## src/rtl/hazard_stall_if.sv

```systemverilog
// Bundle between the hazard/stall unit and the pipeline: the ID/EX hazard
// inputs, the pipeline enables it drives, and its performance counters.
interface hazard_stall_if #(
    parameter int CNT_W = 16
);
    logic [4:0]       IFID_RS;
    logic [4:0]       IFID_RT;
    logic             IFID_UseRS;
    logic             IFID_UseRT;
    logic             IFID_Branch;
    logic             Branch_Taken;
    logic [4:0]       IDEX_WriteReg;
    logic             IDEX_RegWrite;
    logic             IDEX_MemRead;
    logic             Ext_Stall;
    logic             PC_Write;
    logic             IFID_Write;
    logic             IDEX_Bubble;
    logic             IFID_Flush;
    logic [1:0]       Stall_State;
    logic [CNT_W-1:0] Stall_Cycles;
    logic [CNT_W-1:0] Flush_Count;

    modport master (
        output IFID_RS, IFID_RT, IFID_UseRS, IFID_UseRT, IFID_Branch, Branch_Taken,
               IDEX_WriteReg, IDEX_RegWrite, IDEX_MemRead, Ext_Stall,
        input  PC_Write, IFID_Write, IDEX_Bubble, IFID_Flush, Stall_State,
               Stall_Cycles, Flush_Count
    );

    modport slave (
        input  IFID_RS, IFID_RT, IFID_UseRS, IFID_UseRT, IFID_Branch, Branch_Taken,
               IDEX_WriteReg, IDEX_RegWrite, IDEX_MemRead, Ext_Stall,
        output PC_Write, IFID_Write, IDEX_Bubble, IFID_Flush, Stall_State,
               Stall_Cycles, Flush_Count
    );
endinterface

```

## src/rtl/hazard_stall_unit.sv

```systemverilog
// Load-use / branch-operand hazard detection with stall FSM, external freeze
// and branch flush. Performance counters are built only with HAZARD_PERF_CNT_EN.
module hazard_stall_unit #(
    parameter int CNT_W = 16
) (
    input  logic           clk,
    input  logic           rst_n,
    hazard_stall_if.slave  hs
);

    typedef enum logic [1:0] {
        ST_RUN    = 2'b00,
        ST_STALL1 = 2'b01,
        ST_STALL2 = 2'b10,
        ST_FREEZE = 2'b11
    } state_t;

    state_t state_r;
    state_t saved_r;
    state_t state_next_s;
    state_t saved_next_s;

    logic rs_hit_s;
    logic rt_hit_s;
    logic match_s;
    logic need_one_s;
    logic need_two_s;
    logic pc_write_s;
    logic ifid_write_s;
    logic bubble_s;
    logic flush_s;

    // Dependency between the ID operands and the EX destination; $0 never hazards.
    always_comb begin
        rs_hit_s   = hs.IFID_UseRS && (hs.IFID_RS == hs.IDEX_WriteReg);
        rt_hit_s   = hs.IFID_UseRT && (hs.IFID_RT == hs.IDEX_WriteReg);
        match_s    = hs.IDEX_RegWrite && (hs.IDEX_WriteReg != 5'd0) && (rs_hit_s || rt_hit_s);
        need_one_s = match_s && (hs.IDEX_MemRead ^ hs.IFID_Branch);
        need_two_s = match_s && hs.IDEX_MemRead && hs.IFID_Branch;
    end

    // State register; the saved state remembers where to resume after a freeze.
    always_ff @(posedge clk or negedge rst_n) begin
        if (!rst_n) begin
            state_r <= ST_RUN;
            saved_r <= ST_RUN;
        end else begin
            state_r <= state_next_s;
            saved_r <= saved_next_s;
        end
    end

    // Next-state logic; an external freeze overrides every other transition.
    always_comb begin
        state_next_s = state_r;
        saved_next_s = saved_r;
        case (state_r)
            ST_RUN: begin
                if (hs.Ext_Stall) begin
                    state_next_s = ST_FREEZE;
                    saved_next_s = ST_RUN;
                end else if (need_two_s) begin
                    state_next_s = ST_STALL1;
                end else begin
                    state_next_s = ST_RUN;
                end
            end
            ST_STALL1, ST_STALL2: begin
                if (hs.Ext_Stall) begin
                    state_next_s = ST_FREEZE;
                    saved_next_s = state_r;
                end else begin
                    state_next_s = ST_RUN;
                end
            end
            ST_FREEZE: begin
                if (hs.Ext_Stall) begin
                    state_next_s = ST_FREEZE;
                end else if (saved_r == ST_FREEZE) begin
                    state_next_s = ST_RUN;
                end else begin
                    state_next_s = saved_r;
                end
            end
            default: begin
                state_next_s = ST_RUN;
                saved_next_s = ST_RUN;
            end
        endcase
    end

    // Pipeline enables; all quiet while reset is held.
    always_comb begin
        pc_write_s   = 1'b0;
        ifid_write_s = 1'b0;
        bubble_s     = 1'b0;
        flush_s      = 1'b0;
        if (!rst_n) begin
            pc_write_s = 1'b0;
        end else begin
            case (state_r)
                ST_RUN: begin
                    if (hs.Ext_Stall) begin
                        bubble_s = 1'b0;
                    end else if (need_one_s || need_two_s) begin
                        bubble_s = 1'b1;
                    end else if (hs.Branch_Taken) begin
                        pc_write_s   = 1'b1;
                        ifid_write_s = 1'b1;
                        flush_s      = 1'b1;
                    end else begin
                        pc_write_s   = 1'b1;
                        ifid_write_s = 1'b1;
                    end
                end
                ST_STALL1, ST_STALL2: begin
                    if (hs.Ext_Stall) begin
                        bubble_s = 1'b0;
                    end else begin
                        bubble_s = 1'b1;
                    end
                end
                ST_FREEZE: begin
                    bubble_s = 1'b0;
                end
                default: begin
                    bubble_s = 1'b0;
                end
            endcase
        end
    end

    assign hs.PC_Write    = pc_write_s;
    assign hs.IFID_Write  = ifid_write_s;
    assign hs.IDEX_Bubble = bubble_s;
    assign hs.IFID_Flush  = flush_s;
    assign hs.Stall_State = state_r;

`ifdef HAZARD_PERF_CNT_EN
    logic [CNT_W-1:0] stall_cnt_r;
    logic [CNT_W-1:0] flush_cnt_r;

    // Saturating event counters for bubbles and flushes.
    always_ff @(posedge clk or negedge rst_n) begin
        if (!rst_n) begin
            stall_cnt_r <= {CNT_W{1'b0}};
            flush_cnt_r <= {CNT_W{1'b0}};
        end else begin
            if (bubble_s && (stall_cnt_r != {CNT_W{1'b1}})) begin
                stall_cnt_r <= stall_cnt_r + {{(CNT_W-1){1'b0}}, 1'b1};
            end else begin
                stall_cnt_r <= stall_cnt_r;
            end
            if (flush_s && (flush_cnt_r != {CNT_W{1'b1}})) begin
                flush_cnt_r <= flush_cnt_r + {{(CNT_W-1){1'b0}}, 1'b1};
            end else begin
                flush_cnt_r <= flush_cnt_r;
            end
        end
    end

    assign hs.Stall_Cycles = stall_cnt_r;
    assign hs.Flush_Count  = flush_cnt_r;
`else
    assign hs.Stall_Cycles = {CNT_W{1'b0}};
    assign hs.Flush_Count  = {CNT_W{1'b0}};
`endif

endmodule

```

## src/flat_wrapper.sv

```systemverilog
// flat-port wrapper written by rule: the top's interface ports become plain ports
module hazard_stall_unit_flat 
#(
    parameter int CNT_W = 16
)
  (clk, rst_n, hs_IFID_RS, hs_IFID_RT, hs_IFID_UseRS, hs_IFID_UseRT, hs_IFID_Branch, hs_Branch_Taken, hs_IDEX_WriteReg, hs_IDEX_RegWrite, hs_IDEX_MemRead, hs_Ext_Stall, hs_PC_Write, hs_IFID_Write, hs_IDEX_Bubble, hs_IFID_Flush, hs_Stall_State, hs_Stall_Cycles, hs_Flush_Count);
  hazard_stall_if #(.CNT_W(CNT_W)) hs_i ();
  input  logic clk;
  input  logic rst_n;
  input wire logic [$bits(hs_i.IFID_RS)-1:0] hs_IFID_RS;
  input wire logic [$bits(hs_i.IFID_RT)-1:0] hs_IFID_RT;
  input wire logic [$bits(hs_i.IFID_UseRS)-1:0] hs_IFID_UseRS;
  input wire logic [$bits(hs_i.IFID_UseRT)-1:0] hs_IFID_UseRT;
  input wire logic [$bits(hs_i.IFID_Branch)-1:0] hs_IFID_Branch;
  input wire logic [$bits(hs_i.Branch_Taken)-1:0] hs_Branch_Taken;
  input wire logic [$bits(hs_i.IDEX_WriteReg)-1:0] hs_IDEX_WriteReg;
  input wire logic [$bits(hs_i.IDEX_RegWrite)-1:0] hs_IDEX_RegWrite;
  input wire logic [$bits(hs_i.IDEX_MemRead)-1:0] hs_IDEX_MemRead;
  input wire logic [$bits(hs_i.Ext_Stall)-1:0] hs_Ext_Stall;
  output wire logic [$bits(hs_i.PC_Write)-1:0] hs_PC_Write;
  output wire logic [$bits(hs_i.IFID_Write)-1:0] hs_IFID_Write;
  output wire logic [$bits(hs_i.IDEX_Bubble)-1:0] hs_IDEX_Bubble;
  output wire logic [$bits(hs_i.IFID_Flush)-1:0] hs_IFID_Flush;
  output wire logic [$bits(hs_i.Stall_State)-1:0] hs_Stall_State;
  output wire logic [$bits(hs_i.Stall_Cycles)-1:0] hs_Stall_Cycles;
  output wire logic [$bits(hs_i.Flush_Count)-1:0] hs_Flush_Count;
  assign hs_i.IFID_RS = hs_IFID_RS;
  assign hs_i.IFID_RT = hs_IFID_RT;
  assign hs_i.IFID_UseRS = hs_IFID_UseRS;
  assign hs_i.IFID_UseRT = hs_IFID_UseRT;
  assign hs_i.IFID_Branch = hs_IFID_Branch;
  assign hs_i.Branch_Taken = hs_Branch_Taken;
  assign hs_i.IDEX_WriteReg = hs_IDEX_WriteReg;
  assign hs_i.IDEX_RegWrite = hs_IDEX_RegWrite;
  assign hs_i.IDEX_MemRead = hs_IDEX_MemRead;
  assign hs_i.Ext_Stall = hs_Ext_Stall;
  assign hs_PC_Write = hs_i.PC_Write;
  assign hs_IFID_Write = hs_i.IFID_Write;
  assign hs_IDEX_Bubble = hs_i.IDEX_Bubble;
  assign hs_IFID_Flush = hs_i.IFID_Flush;
  assign hs_Stall_State = hs_i.Stall_State;
  assign hs_Stall_Cycles = hs_i.Stall_Cycles;
  assign hs_Flush_Count = hs_i.Flush_Count;
  hazard_stall_unit #(.CNT_W(CNT_W)) u_core (.clk(clk), .rst_n(rst_n), .hs(hs_i));
endmodule
```

## config.mk

```make
export PLATFORM = sky130hd
export DESIGN_NAME = hazard_stall_unit_flat
export DESIGN_NICKNAME = d
export VERILOG_FILES = /design/src/rtl/hazard_stall_if.sv /design/src/rtl/hazard_stall_unit.sv /design/src/flat_wrapper.sv
export SDC_FILE = /design/constraint.sdc
export NUM_CORES = 1
export LEC_CHECK = 0
export CAP_MARGIN = 10
export CORE_MARGIN = 2
export CORE_UTILIZATION = 33
export CTS_CLUSTER_DIAMETER = 200
export DETAILED_ROUTE_END_ITERATION = 8
export PLACE_DENSITY = 0.85
export SETUP_SLACK_MARGIN = 0.05
export SLEW_MARGIN = 10
export SYNTH_ARGS = -nofsm -noshare
export SYNTH_HDL_FRONTEND = slang
export SYNTH_SLANG_ARGS = --single-unit
export TNS_END_PERCENT = 30
```

## constraint.sdc

```tcl
create_clock -name clk -period 4.99 [get_ports clk]
set_input_delay 0.998 -clock clk [delete_from_list [all_inputs] [get_ports clk]]
set_output_delay 0.998 -clock clk [all_outputs]
set_load 0.05 [all_outputs]
```

Word level (Yosys, flattened, before mapping)

Cells that the tools add are included.

Input port bits: 24
Flip-flop bits (word level): 4
Logic and storage cells: 48

Equal/unequal tests: 8
Bitwise operators: 1
Reductions and logical operators: 14
Mux-type cells: 23

Operators by type and width:

| cell                                                                  | count |
|---|---|
| 1-bit two-way mux                                                     | 14 |
| 2-bit two-way mux                                                     | 6 |
| 5-bit equality test                                                   | 2 |
| 1-bit logical AND                                                     | 7 |
| 2-bit equality test, second input constant                            | 3 |
| 2-bit one-hot mux with 3 select lines                                 | 1 |
| 5-bit nonzero test                                                    | 1 |
| 2-bit inequality test, second input constant                          | 2 |
| 2-bit one-hot mux with 2 select lines                                 | 1 |
| 1-bit one-hot mux with 3 select lines                                 | 1 |
| 3-bit AND reduction                                                   | 1 |
| 2-bit by 1-bit equality test with 1-bit output, second input constant | 1 |
| 2-bit logical NOT                                                     | 1 |
| 1-bit logical OR                                                      | 2 |
| 2-bit nonzero test                                                    | 1 |
| 2-bit OR reduction                                                    | 1 |
| 1-bit XOR                                                             | 1 |

Longest topological paths before layout

Gate-level depths: netlist of the first run.

Depth after elaboration: 11
Depth in mapped cells: 6
Gate-level depth less buffers: 6

Least setup slack after synthesis of the first run

No wires, ideal clock.

Kind: in2out
Start point: input hs_IDEX_WriteReg[1]
End point: output hs_PC_Write
Buffers on the path: 1
Arrival time: 3005 ps
Required time: 3992 ps
Stages on the path: 5
Slack: 987 ps
Path through: or4_1 o21a_1 nor2b_4 a21oi_1 buf_4

Word-level cells in the longest chain between the ends: 11
Elaborated cells between the ends (all ways): 16
Those cells by class: eq/ne (2); mux (4); reduce/logical (10)

RTL lines:

| what                                          | RTL line                                         | RTL |
|---|---|---|
| start, declared                               | flat_wrapper.sv:16                               | `input wire logic [$bits(hs_i.IDEX_WriteReg)-1:0] hs_IDEX_WriteReg;` |
| 5-bit equality test, on equally long branches | hazard_stall_unit.sv:35, hazard_stall_unit.sv:36 |  |
| 1-bit logical AND, on equally long branches   | hazard_stall_unit.sv:35, hazard_stall_unit.sv:36 |  |
| 1-bit logical OR                              | hazard_stall_unit.sv:37                          | `match_s = hs.IDEX_RegWrite && (hs.IDEX_WriteReg != 5'd0) && (rs_hit_s \|\| rt_hit_s);` |
| 1-bit logical AND (*)                         | hazard_stall_unit.sv:37                          |  |
| 1-bit logical AND (2 in series)               | hazard_stall_unit.sv:39                          | `need_two_s = match_s && hs.IDEX_MemRead && hs.IFID_Branch;` |
| 1-bit logical OR (*)                          | hazard_stall_unit.sv:105                         | `end else if (need_one_s \|\| need_two_s) begin` |
| 1-bit two-way mux (*) (4 in series)           | n/a                                              |  |
| end, declared                                 | flat_wrapper.sv:20                               | `output wire logic [$bits(hs_i.PC_Write)-1:0] hs_PC_Write;` |

Every way passes the cells marked *; elsewhere a longest branch is shown, timed or not.

Worst setup path after layout of the first run

Start point: input hs_IDEX_WriteReg[1]
End point: output hs_IFID_Flush

Word-level cells in the longest chain between the ends: 11
Elaborated cells between the ends (all ways): 16
Those cells by class: eq/ne (2); mux (4); reduce/logical (10)

RTL lines:

| what                                          | RTL line                                         | RTL |
|---|---|---|
| 5-bit equality test, on equally long branches | hazard_stall_unit.sv:35, hazard_stall_unit.sv:36 |  |
| 1-bit logical AND, on equally long branches   | hazard_stall_unit.sv:35, hazard_stall_unit.sv:36 |  |
| 1-bit logical OR                              | hazard_stall_unit.sv:37                          |  |
| 1-bit logical AND (*)                         | hazard_stall_unit.sv:37                          |  |
| 1-bit logical AND (2 in series)               | hazard_stall_unit.sv:39                          |  |
| 1-bit logical OR (*)                          | hazard_stall_unit.sv:105                         |  |
| 1-bit two-way mux (*)                         | hazard_stall_unit.sv:105                         |  |
| 1-bit two-way mux (*)                         | hazard_stall_unit.sv:103                         | `if (hs.Ext_Stall) begin` |
| 1-bit two-way mux (*)                         | hazard_stall_unit.sv:101                         | `case (state_r)` |
| 1-bit two-way mux (*)                         | hazard_stall_unit.sv:98                          | `if (!rst_n) begin` |
| end, declared                                 | flat_wrapper.sv:23                               | `output wire logic [$bits(hs_i.IFID_Flush)-1:0] hs_IFID_Flush;` |

Marks and branches as above.

==> results.toml, run 1 <==
[worst_setup_path]
crit_family = "buffers and inverters"
cp_num_buf_inv = 2
max_stage_delay_ns = 0.83
cp_max_fo = 3
endpoint_kind = "output pin"
arrival_ns = 3.41
critical_path_required_ns = 3.99
path_class = "in -> out"
crit_chain = "clkdlybuf4s50_1, or4_1, o21a_1, nor2b_4, a211oi_2, clkdlybuf4s50_1"
cp_slowest_cell = "clkdlybuf4s50_1"
start_kind = "primary input"
crit_path_frequent_cell = "clkdlybuf4s50_1"

[place]
port_buffers = 29
gp_congestion = 0.807
dp_hpwl_mm = 1.15
pre_cts_ws_ns = 0.576
placed_area_sq_um = 876

[final_layout]
nets = 142
num-fill-cells = 210
multi_input_area_sq_um = 440
stdcell_area_sq_um = 898
area_growth_pct = 31.5
layout.area.seq_sq_um = 100
drive_gt1_share_pct = 8.04
num_antenna_cells = 0

[global_routing]
grt_max_degree = 7
grt_overflow_total = 0
grt_pass1_vias = 492
grt_antenna_before_repair = 0
grt.total_usage_pct = 11.5
grt_pass1_wl_mm = 2.12

[timing]
fin_skew_ns = 0.00113
final_max_slew_viol_count = 0
maxClockFrequency_ghz = 0.227
fin_crit_sh_pct = 88.3
slew_headroom_pct = 66.2
period_needed_ns = 4.41
final.setup.worst_slack_ns = 0.584
worst_pin_slew_ns = 0.506
setup_tns_ns = 0
rsz0062_at_grt = "false"
setup_violations = 0
hold_viol = 0

[synth]
ys.flop_type = "dfrtp_1"
yosysWarnings = 0
syn_inst = 82
postSynthAreaPerCell_sq_um = 8.33
async_flop_share_pct = 100
synth_edf_count = 0
ys_ff_latch = 4
syn-cell-area_sq_um = 683
yosysSeqAreaShare_pct = 14.7
synth.distinct_cells = 23

[detailed_routing]
vias = 537
viasPerCell = 3.86
dr.pass1.iters = 2
ant_nets = 0
drt_iter0_drc = 4
drc_errors = 0
wire_per_inst_um = 9.48
wl_mm = 1.32

[clocking]
insertion_delay_ns = 0.23
path_clk_slew_ns = 0.04
clock_sinks = 4
cts_tree = "yes"
postCtsResizedCells = 0
hold_buffers = 0
cts_made_buffers = 3
clockBufferDepth = 2
htreeDepth = 1
cts_root_buf = "clkbuf_4"
post_cts_buffers = 0

[power_and_ir_drop]
irDropWorstVdd_mv = 0.153
p_per_area_nw_per_um2 = 260
total_power_mw = 0.233
p_leak_nw = 0.410

[job]
cap_violations = 0

[floorplanning]
row_count = 16
initial_core_util_pct = 34.8
io_pins = 62
die_y_um = 49.5
core_area_sq_um = 1960
chipWidth_um = 49.5
die_area_sq_um = 2450

[outcome]
run_status = "completed"

[hold_path]
min_path_type = "reg -> reg"
-- worst register-to-register path: stages (launching register included) --
cell and delay [ns]:
dfrtp_1 0.39, inv_1 0.08, ha_1 0.29, o21ai_0 0.31, nor2b_1 0.22, nor2_1 0.07, a31o_2 0.22
-- cells by family after synthesis --
| kind of cell | after synthesis | synth area share (%) |
|---|---|---|
| mux | 2 | 3.30 |
| other cells | 1 | 0.549 |
| simple gates | 17 | 14.8 |
| flops | 4 | 14.7 |
| buf+inv | 36 | 37.9 |
| fa+ha+maj | 4 | 7.33 |
| compound gates | 8 | 8.61 |
| xor+xnor | 10 | 12.8 |
-- stage by stage --
step           hold slack [ns]  instances  utilization (%)
3_5_place_dp             0.525        136             44.6
5_1_grt                  0.559        139             45.8
2_1_floorplan            0.494        113                -
4_1_cts                  0.534        139             45.8
6_report                 0.532        139             45.8
3_3_place_gp             0.510        136             44.6
-- final timing paths --
check	start	end	slack [ns]	cells past startpoint
min in group asynchronous	rst_n	u_core.saved_r[1]	0.99	1
max	hs_IDEX_WriteReg[1]	hs_IFID_Flush	0.58	6
max reg2reg	u_core.hs.Stall_State[0]	u_core.hs.Stall_State[0]	3.30	6
min reg2reg	u_core.saved_r[1]	u_core.saved_r[1]	0.53	1
min	u_core.saved_r[1]	u_core.saved_r[1]	0.53	1
max in group asynchronous	rst_n	u_core.hs.Stall_State[1]	3.80	1
-- cells in the final DEF (no fill, tap or decap), drive strengths merged --
master	n
nand2	2
nor2b	2
clkbuf	3
dfrtp	4
nor4bb	1
mux2	2
a21oi	2
nand4	2
o21ai	1
o22ai	1
o21a	1
or4	1
ha	4
a31o	2
nand3b	1
nor3b	1
inv	3
xnor2	10
a211oi	1
nor2	6
and3	1
clkdlybuf4s50	29
conb	32
-- per-layer routing --
layer	part of all wire [%]	track usage [%]	up-vias
met5	0	0	-
met4	0	6.94	0
met3	8.1	2.73	0
met2	53	19.8	31
met1	39	12.7	239
li1	-	-	267
-- where the power goes --
| group | internal, mW | total, mW | switching [mW] | leakage, nW |
|---|---|---|---|---|
| combinational | 0.0476 | 0.147 | 0.0994 | 0.344 |
| clock | 0.0269 | 0.0394 | 0.0125 | 0.0138 |
| sequential | 0.0404 | 0.0470 | 0.00666 | 0.0527 |
-- synth_stat cells (2+ instances only) --
cell type   n  share of area [%]
buf_4      33                 36
xnor2_1    10                 13
nor2_1      6                3.3
dfrtp_1     4                 15
ha_1        4                7.3
inv_1       3                1.6
a21oi_1     2                1.5
a31o_2      2                2.6
mux2_2      2                3.3
nand2_1     2                1.1
nand4_1     2                1.8
-- final cells by class --
class	count	share of cell area, %
Multi-Input combinational cell	73	49.0
Timing Repair Buffer	29	32.3
Tap cell	27	3.76
Sequential cell	4	11.1
Clock buffer	3	2.51
Inverter	3	1.25
-- sequential cells by signal, indices dropped and copies added (netlist names) --
register               count
u_core.hs.Stall_State      2
u_core.saved_r             2
(Power assumes the default switching activity.)
==> run 2: changes to the inputs <==
--- a/config.mk
+++ b/config.mk
@@ -5,9 +5,11 @@
 export SDC_FILE = /design/constraint.sdc
 export NUM_CORES = 1
 export LEC_CHECK = 0
+export ABC_AREA = 1
 export CAP_MARGIN = 10
+export CORE_ASPECT_RATIO = 0.7
 export CORE_MARGIN = 2
-export CORE_UTILIZATION = 33
+export CORE_UTILIZATION = 35
 export CTS_CLUSTER_DIAMETER = 200
 export DETAILED_ROUTE_END_ITERATION = 8
 export PLACE_DENSITY = 0.85
==> run 2 against run 1 <==
Net effect:
- clock skew fell by 0.00081 ns
- largest power group unchanged
- sequential power rose by 32%
- wire length rose by 5.2%
- critical path type unchanged
- critical path depth rose by 4
- setup slack improved by 0.41 ns
- combinational power rose by 68%
- largest cell class unchanged
- synthesized area rose by 14%
==> results.toml, run 2 <==
[place]
dp_hpwl_mm = 1.22
gp_congestion = 0.805
port_buffers = 29

[synth]
yosys.area_share.xor_xnor_pct = 0
synth_top_family_by_area = "buffers and inverters"
async_flop_share_pct = 100
syn_inst = 129
yosysWarnings = 0
synth.largest_area_cell = "buf_4"
ys_ff_latch = 4
synth.most_common_cell = "nand2_1"
synth_common_cells = "34 x nand2_1, 33 x buf_4, 20 x inv_1"
postSynthAreaPerCell_sq_um = 6.06
synth-compound-area-share_pct = 4.32
synthSimpleGateAreaFrac_pct = 31.8
synth.distinct_cells = 20
syn-cell-area_sq_um = 782
ys.flop_type = "dfrtp_1"
yosys-top-cells-area = "buf_4 32%, nand2_1 16%, dfrtp_1 13%"
yosysTopAreaCellShare_pct = 31.7
synthMuxAreaShare_pct = 1.44
synthAdderAreaFrac_pct = 6.40
yosysSeqAreaShare_pct = 12.8
synth_edf_count = 0

[worst_setup_path]
cp_slowest_cell = "clkdlybuf4s50_1"
critical_path_required_ns = 3.99
r2r_start = "u_core.hs.Stall_State[0]"
path_class = "in -> out"
crit_family = "buffers and inverters"
start_kind = "primary input"
timing.critical_path.from = "hs_IDEX_WriteReg[4]"
cp_max_fo = 4
endpoint_kind = "output pin"
max_stage_delay_ns = 0.81
cp_num_buf_inv = 3
crit_chain = "clkdlybuf4s50_1, inv_2, nand2_1, nand2_1, nor2_1, nand3_1, nand2_2, nand3_2, a21oi_2, clkdlybuf4s50_1"
arrival_ns = 2.99

[final_layout]
final_cell_mix = "34 x nand2_1, 32 x conb_1, 29 x clkdlybuf4s50_1"
num_antenna_cells = 0
area_growth_pct = 28.3
layout_commonest_cell = "nand2_1"
num-fill-cells = 228
nets = 189
drive_gt1_share_pct = 8.18

[global_routing]
grt_pass1_wl_mm = 2.14
grt.total_usage_pct = 11.0
grt_pass1_vias = 545
grt_antenna_before_repair = 0
grt_max_degree = 7
grt_overflow_total = 0

[detailed_routing]
met2_length_um = 659
wl_met3_um = 94
wl_met1_um = 633
wire_per_inst_um = 7.26
vias = 715
drc_errors = 0
drt_iter0_drc = 14
wl_mm = 1.39
viasPerCell = 3.74
dr.pass1.iters = 4
ant_nets = 0
maxUsedRoutingLayer = "met3"

[timing]
period_needed_ns = 3.99
hold_viol = 0
maxClockFrequency_ghz = 0.250
fin_crit_sh_pct = 80.0
final_max_slew_viol_count = 0
fin_skew_ns = 0.000318
setup_violations = 0
worst_pin_slew_ns = 0.500
rsz0062_at_grt = "false"
slew_headroom_pct = 66.6
whs_ns = 0.538
setup_tns_ns = 0

[power_and_ir_drop]
p_per_area_nw_per_um2 = 346
total_power_mw = 0.347
irDropWorstVdd_mv = 0.0795
p_leak_nw = 0.590

[job]
cap_violations = 0

[floorplanning]
chipWidth_um = 60.5
die_area_sq_um = 2630
die_y_um = 43.5
row_count = 14
core_area_sq_um = 2140
io_pins = 62
initial_core_util_pct = 36.6

[clocking]
cts_tree = "yes"
cts_root_buf = "clkbuf_4"
clock_sinks = 4
insertion_delay_ns = 0.23
post_cts_buffers = 0
htreeDepth = 1
cts_made_buffers = 3
path_clk_slew_ns = 0.03
clockBufferDepth = 2
postCtsResizedCells = 0
hold_buffers = 0

[hold_path]
hold_start = "u_core.saved_r[1]"
min_path_type = "reg -> reg"

[outcome]
run_status = "completed"
run 2: changes by cell type after synthesis, sizes merged, moves of 2 or more:
cell / previous run / this run
nand2: 2 / 36
inv: 3 / 23
xnor2: 10 / 0
nand3: 0 / 6
nor2: 6 / 11
a21oi: 2 / 4
a31o: 2 / 0
nor2b: 2 / 0
or2: 0 / 2
run 2: final cells by class:
type	count	area, sq um	share of cell area, %
clock buffer	3	22.5	2.24
tap	32	40.0	3.99
sequential	4	100	9.98
multi-input combinational	100	464	46.3
timing repair buffer	29	290	28.9
inverter	23	86.3	8.60
run 2: per-layer routing:
layer | vias up | global-route usage [%]
met5 | - | 0
met4 | 0 | 3.91
met3 | 0 | 3.58
met2 | 30 | 18.9
met1 | 308 | 12.7
li1 | 377 | -
run 2: worst paths after layout:
| path | end | slack [ns] | cells after the start |
|---|---|---|---|
| max | hs_IDEX_Bubble | 1.0 | 10 |
| min | u_core.saved_r[1] | 0.54 | 2 |
| max reg2reg | u_core.saved_r[0] | 3.44 | 5 |
| min reg2reg | u_core.saved_r[1] | 0.54 | 2 |
| max in group asynchronous | u_core.hs.Stall_State[1] | 3.81 | 1 |
| min in group asynchronous | u_core.saved_r[0] | 0.99 | 1 |
run 2: worst reg2reg max path, delay by kind of cell (launching register included):
family,cells,cell delay [ns]
flip-flops,1,0.39
AND/OR/NAND/NOR,2,0.38
multiplexers,1,0.33
adder cells (fa/ha/maj),1,0.25
buffers and inverters,1,0.08
run 2: cell families after synthesis:
group | count (synthesis)
simple gates | 57
buf+inv | 56
compound gates | 6
fa+ha+maj | 4
flops | 4
mux | 1
other cells | 1
run 2: power breakdown:
| group | internal [mW] | switching (mW) | total [mW] | leakage (nW) |
|---|---|---|---|---|
| Sequential | 0.0494 | 0.0126 | 0.0620 | 0.0483 |
| Clock | 0.0268 | 0.0112 | 0.0379 | 0.0138 |
| Combinational | 0.0771 | 0.170 | 0.247 | 0.528 |
| Total | 0.153 | 0.194 | 0.347 | 0.590 |
run 2: through the flow:
stage / cells / instance area, sq um / utilization [%] / setup WS [ns]
after global routing: 191 / 1000 / 47.0 / 0.836
after global placement: 188 / 981 / 45.9 / 0.976
after CTS: 191 / 1000 / 47.0 / 0.979
after detailed placement: 188 / 981 / 45.9 / 0.980
final: 191 / 1000 / 47.0 / 0.998
after floorplan: 160 / 898 / - / 1.83
==> run 3: changes to the inputs <==
--- a/config.mk
+++ b/config.mk
@@ -9,10 +9,10 @@
 export CAP_MARGIN = 10
 export CORE_ASPECT_RATIO = 0.7
 export CORE_MARGIN = 2
-export CORE_UTILIZATION = 35
+export CORE_UTILIZATION = 33
 export CTS_CLUSTER_DIAMETER = 200
 export DETAILED_ROUTE_END_ITERATION = 8
-export PLACE_DENSITY = 0.85
+export PLACE_DENSITY = 0.8
 export SETUP_SLACK_MARGIN = 0.05
 export SLEW_MARGIN = 10
 export SYNTH_ARGS = -nofsm -noshare
==> constraint.sdc (replaced) <==
create_clock -name clk -period 3.8 [get_ports clk]
set_input_delay 0.76 -clock clk [delete_from_list [all_inputs] [get_ports clk]]
set_output_delay 0.76 -clock clk [all_outputs]
set_load 0.05 [all_outputs]
==> run 3 against run 2 <==
Net effect:
- sequential share of layout area barely moved
- hold slack got worse by 0.0064 ns
- die area rose by 5.6%
- clock skew barely moved
- wire length rose by 0.36%
- core utilization fell by 1.2 points
- flip-flop and latch count did not move
- design area fell by 0.25%
- critical path depth fell by 1
- non-clock buffer count did not move
- critical endpoint is now hs_IFID_Flush
==> results.toml, run 3 (same netlist as run 2, synthesis figures left out) <==
[detailed_routing]
ant_nets = 0
maxUsedRoutingLayer = "met3"
drc_errors = 0
drt_iter0_drc = 24
wire_per_inst_um = 7.29
dr.pass1.iters = 4
wl_met1_um = 679
wl_mm = 1.39
wl_met3_um = 122
met2_length_um = 591
viasPerCell = 3.58
vias = 684

[power_and_ir_drop]
p_leak_nw = 0.592
netSwitchingFraction_pct = 56.0
irDropWorstVdd_mv = 0.126
p_per_area_nw_per_um2 = 455
clkPwrFrac_pct = 11.2
intPower_mw = 0.200
total_power_mw = 0.455
netSwitchingPower_mw = 0.255
sequentialPowerShare_pct = 17.7
comb_power_share_pct = 71.1

[timing]
worst_pin_slew_ns = 0.497
maxClockFrequency_ghz = 0.288
slew_headroom_pct = 66.8
fin_skew_ns = 0.000296
hold_viol = 0
whs_ns = 0.532
rsz0062_at_grt = "false"
setup_violations = 0
period_needed_ns = 3.47
setup_tns_ns = 0
final_max_slew_viol_count = 0
fin_crit_sh_pct = 91.3
final.setup.worst_slack_ns = 0.330

[worst_setup_path]
max_stage_delay_ns = 0.80
path_class = "in -> out"
arrival_ns = 2.71
cp_num_cells = 9
crit_family = "buffers and inverters"
endpoint_kind = "output pin"
cp_slowest_cell = "clkdlybuf4s50_1"
cp_max_fo = 3
r2r_cells = 5
rrSetupSlack_ns = 2.27
crit_path_frequent_cell = "clkdlybuf4s50_1"
start_kind = "primary input"
cp_num_buf_inv = 4
crit_chain = "clkdlybuf4s50_1, inv_2, nand4_1, o21ai_0, inv_1, nand3_2, nand2_1, nor2_1, clkdlybuf4s50_1"
critical_path_required_ns = 3.04

[final_layout]
area_growth_pct = 28.0
num_antenna_cells = 0
final_cell_mix = "34 x nand2_1, 32 x conb_1, 28 x clkdlybuf4s50_1"
drive_gt1_share_pct = 8.81
nets = 189
layout_commonest_cell = "nand2_1"

[place]
gp_congestion = 0.864
pre_cts_ws_ns = 0.319
dp_hpwl_mm = 1.26
port_buffers = 29

[outcome]
run_status = "completed"

[floorplanning]
row_count = 14
core_area_sq_um = 2190
die_area_sq_um = 2780
die_y_um = 44.7
io_pins = 62
chipWidth_um = 62.2
initial_core_util_pct = 35.7

[global_routing]
grt_antenna_before_repair = 0
grt_overflow_total = 0
grt_max_degree = 7
grt_pass1_wl_mm = 2.30
grt.total_usage_pct = 10.5
grt_pass1_vias = 571

[clocking]
clock_sinks = 4
post_cts_buffers = 0
hold_buffers = 0
path_clk_slew_ns = 0.04
insertion_delay_ns = 0.23
cts_made_buffers = 3
cts_root_buf = "clkbuf_4"
clockBufferDepth = 2
htreeDepth = 1
postCtsResizedCells = 0
cts_tree = "yes"

[hold_path]
hold_path_depth = 1
min_path_type = "reg -> reg"

[job]
cap_violations = 0
run 3: cell count changes in the layout (fill, tap and decap cells not counted), sizes merged:
| cell | previous run | this run |
|---|---|---|
| clkdlybuf4s50 | 29 | 28 |
| buf | 0 | 1 |
run 3: layout make-up:
cell class | instances | area (sq um)
Fill cell | 234 | 1190
Timing Repair Buffer | 29 | 288
Tap cell | 32 | 40.0
Sequential cell | 4 | 100
Inverter | 23 | 86.3
Clock buffer | 3 | 22.5
Multi-Input combinational cell | 100 | 464
run 3: stage by stage:
stage	util, %	std cells	area [sq um]
after floorplan	-	160	898
after global placement	44.7	188	978
after detailed placement	44.7	188	978
after CTS	45.7	191	1000
after global routing	45.7	191	1000
final	45.7	191	1000
run 3: power groups by stage:
stage | logic [mW] | clock network (mW) | registers [mW]
2_1_floorplan | 0.230 | 0 | 0.116
3_3_place_gp | 0.321 | 0 | 0.0803
3_5_place_dp | 0.323 | 0 | 0.0821
4_1_cts | 0.325 | 0.0528 | 0.0811
5_1_grt | 0.352 | 0.0599 | 0.0844
6_report | 0.323 | 0.0510 | 0.0807
run 3: final timing paths:
path / startpoint / end
worst max-delay path: hs_IDEX_WriteReg[3] / hs_IFID_Flush
worst min-delay path: u_core.saved_r[0] / u_core.saved_r[0]
min in group asynchronous: rst_n / u_core.hs.Stall_State[1]
max in group asynchronous: rst_n / u_core.hs.Stall_State[0]
worst max register to register: u_core.hs.Stall_State[0] / u_core.saved_r[0]
worst min register to register: u_core.saved_r[0] / u_core.saved_r[0]
run 3: metal layers:
layer	up-vias	track usage [%]
met1	278	14.4
met2	29	15.4
li1	377	-
met5	-	0
met3	0	3.49
met4	0	4.00
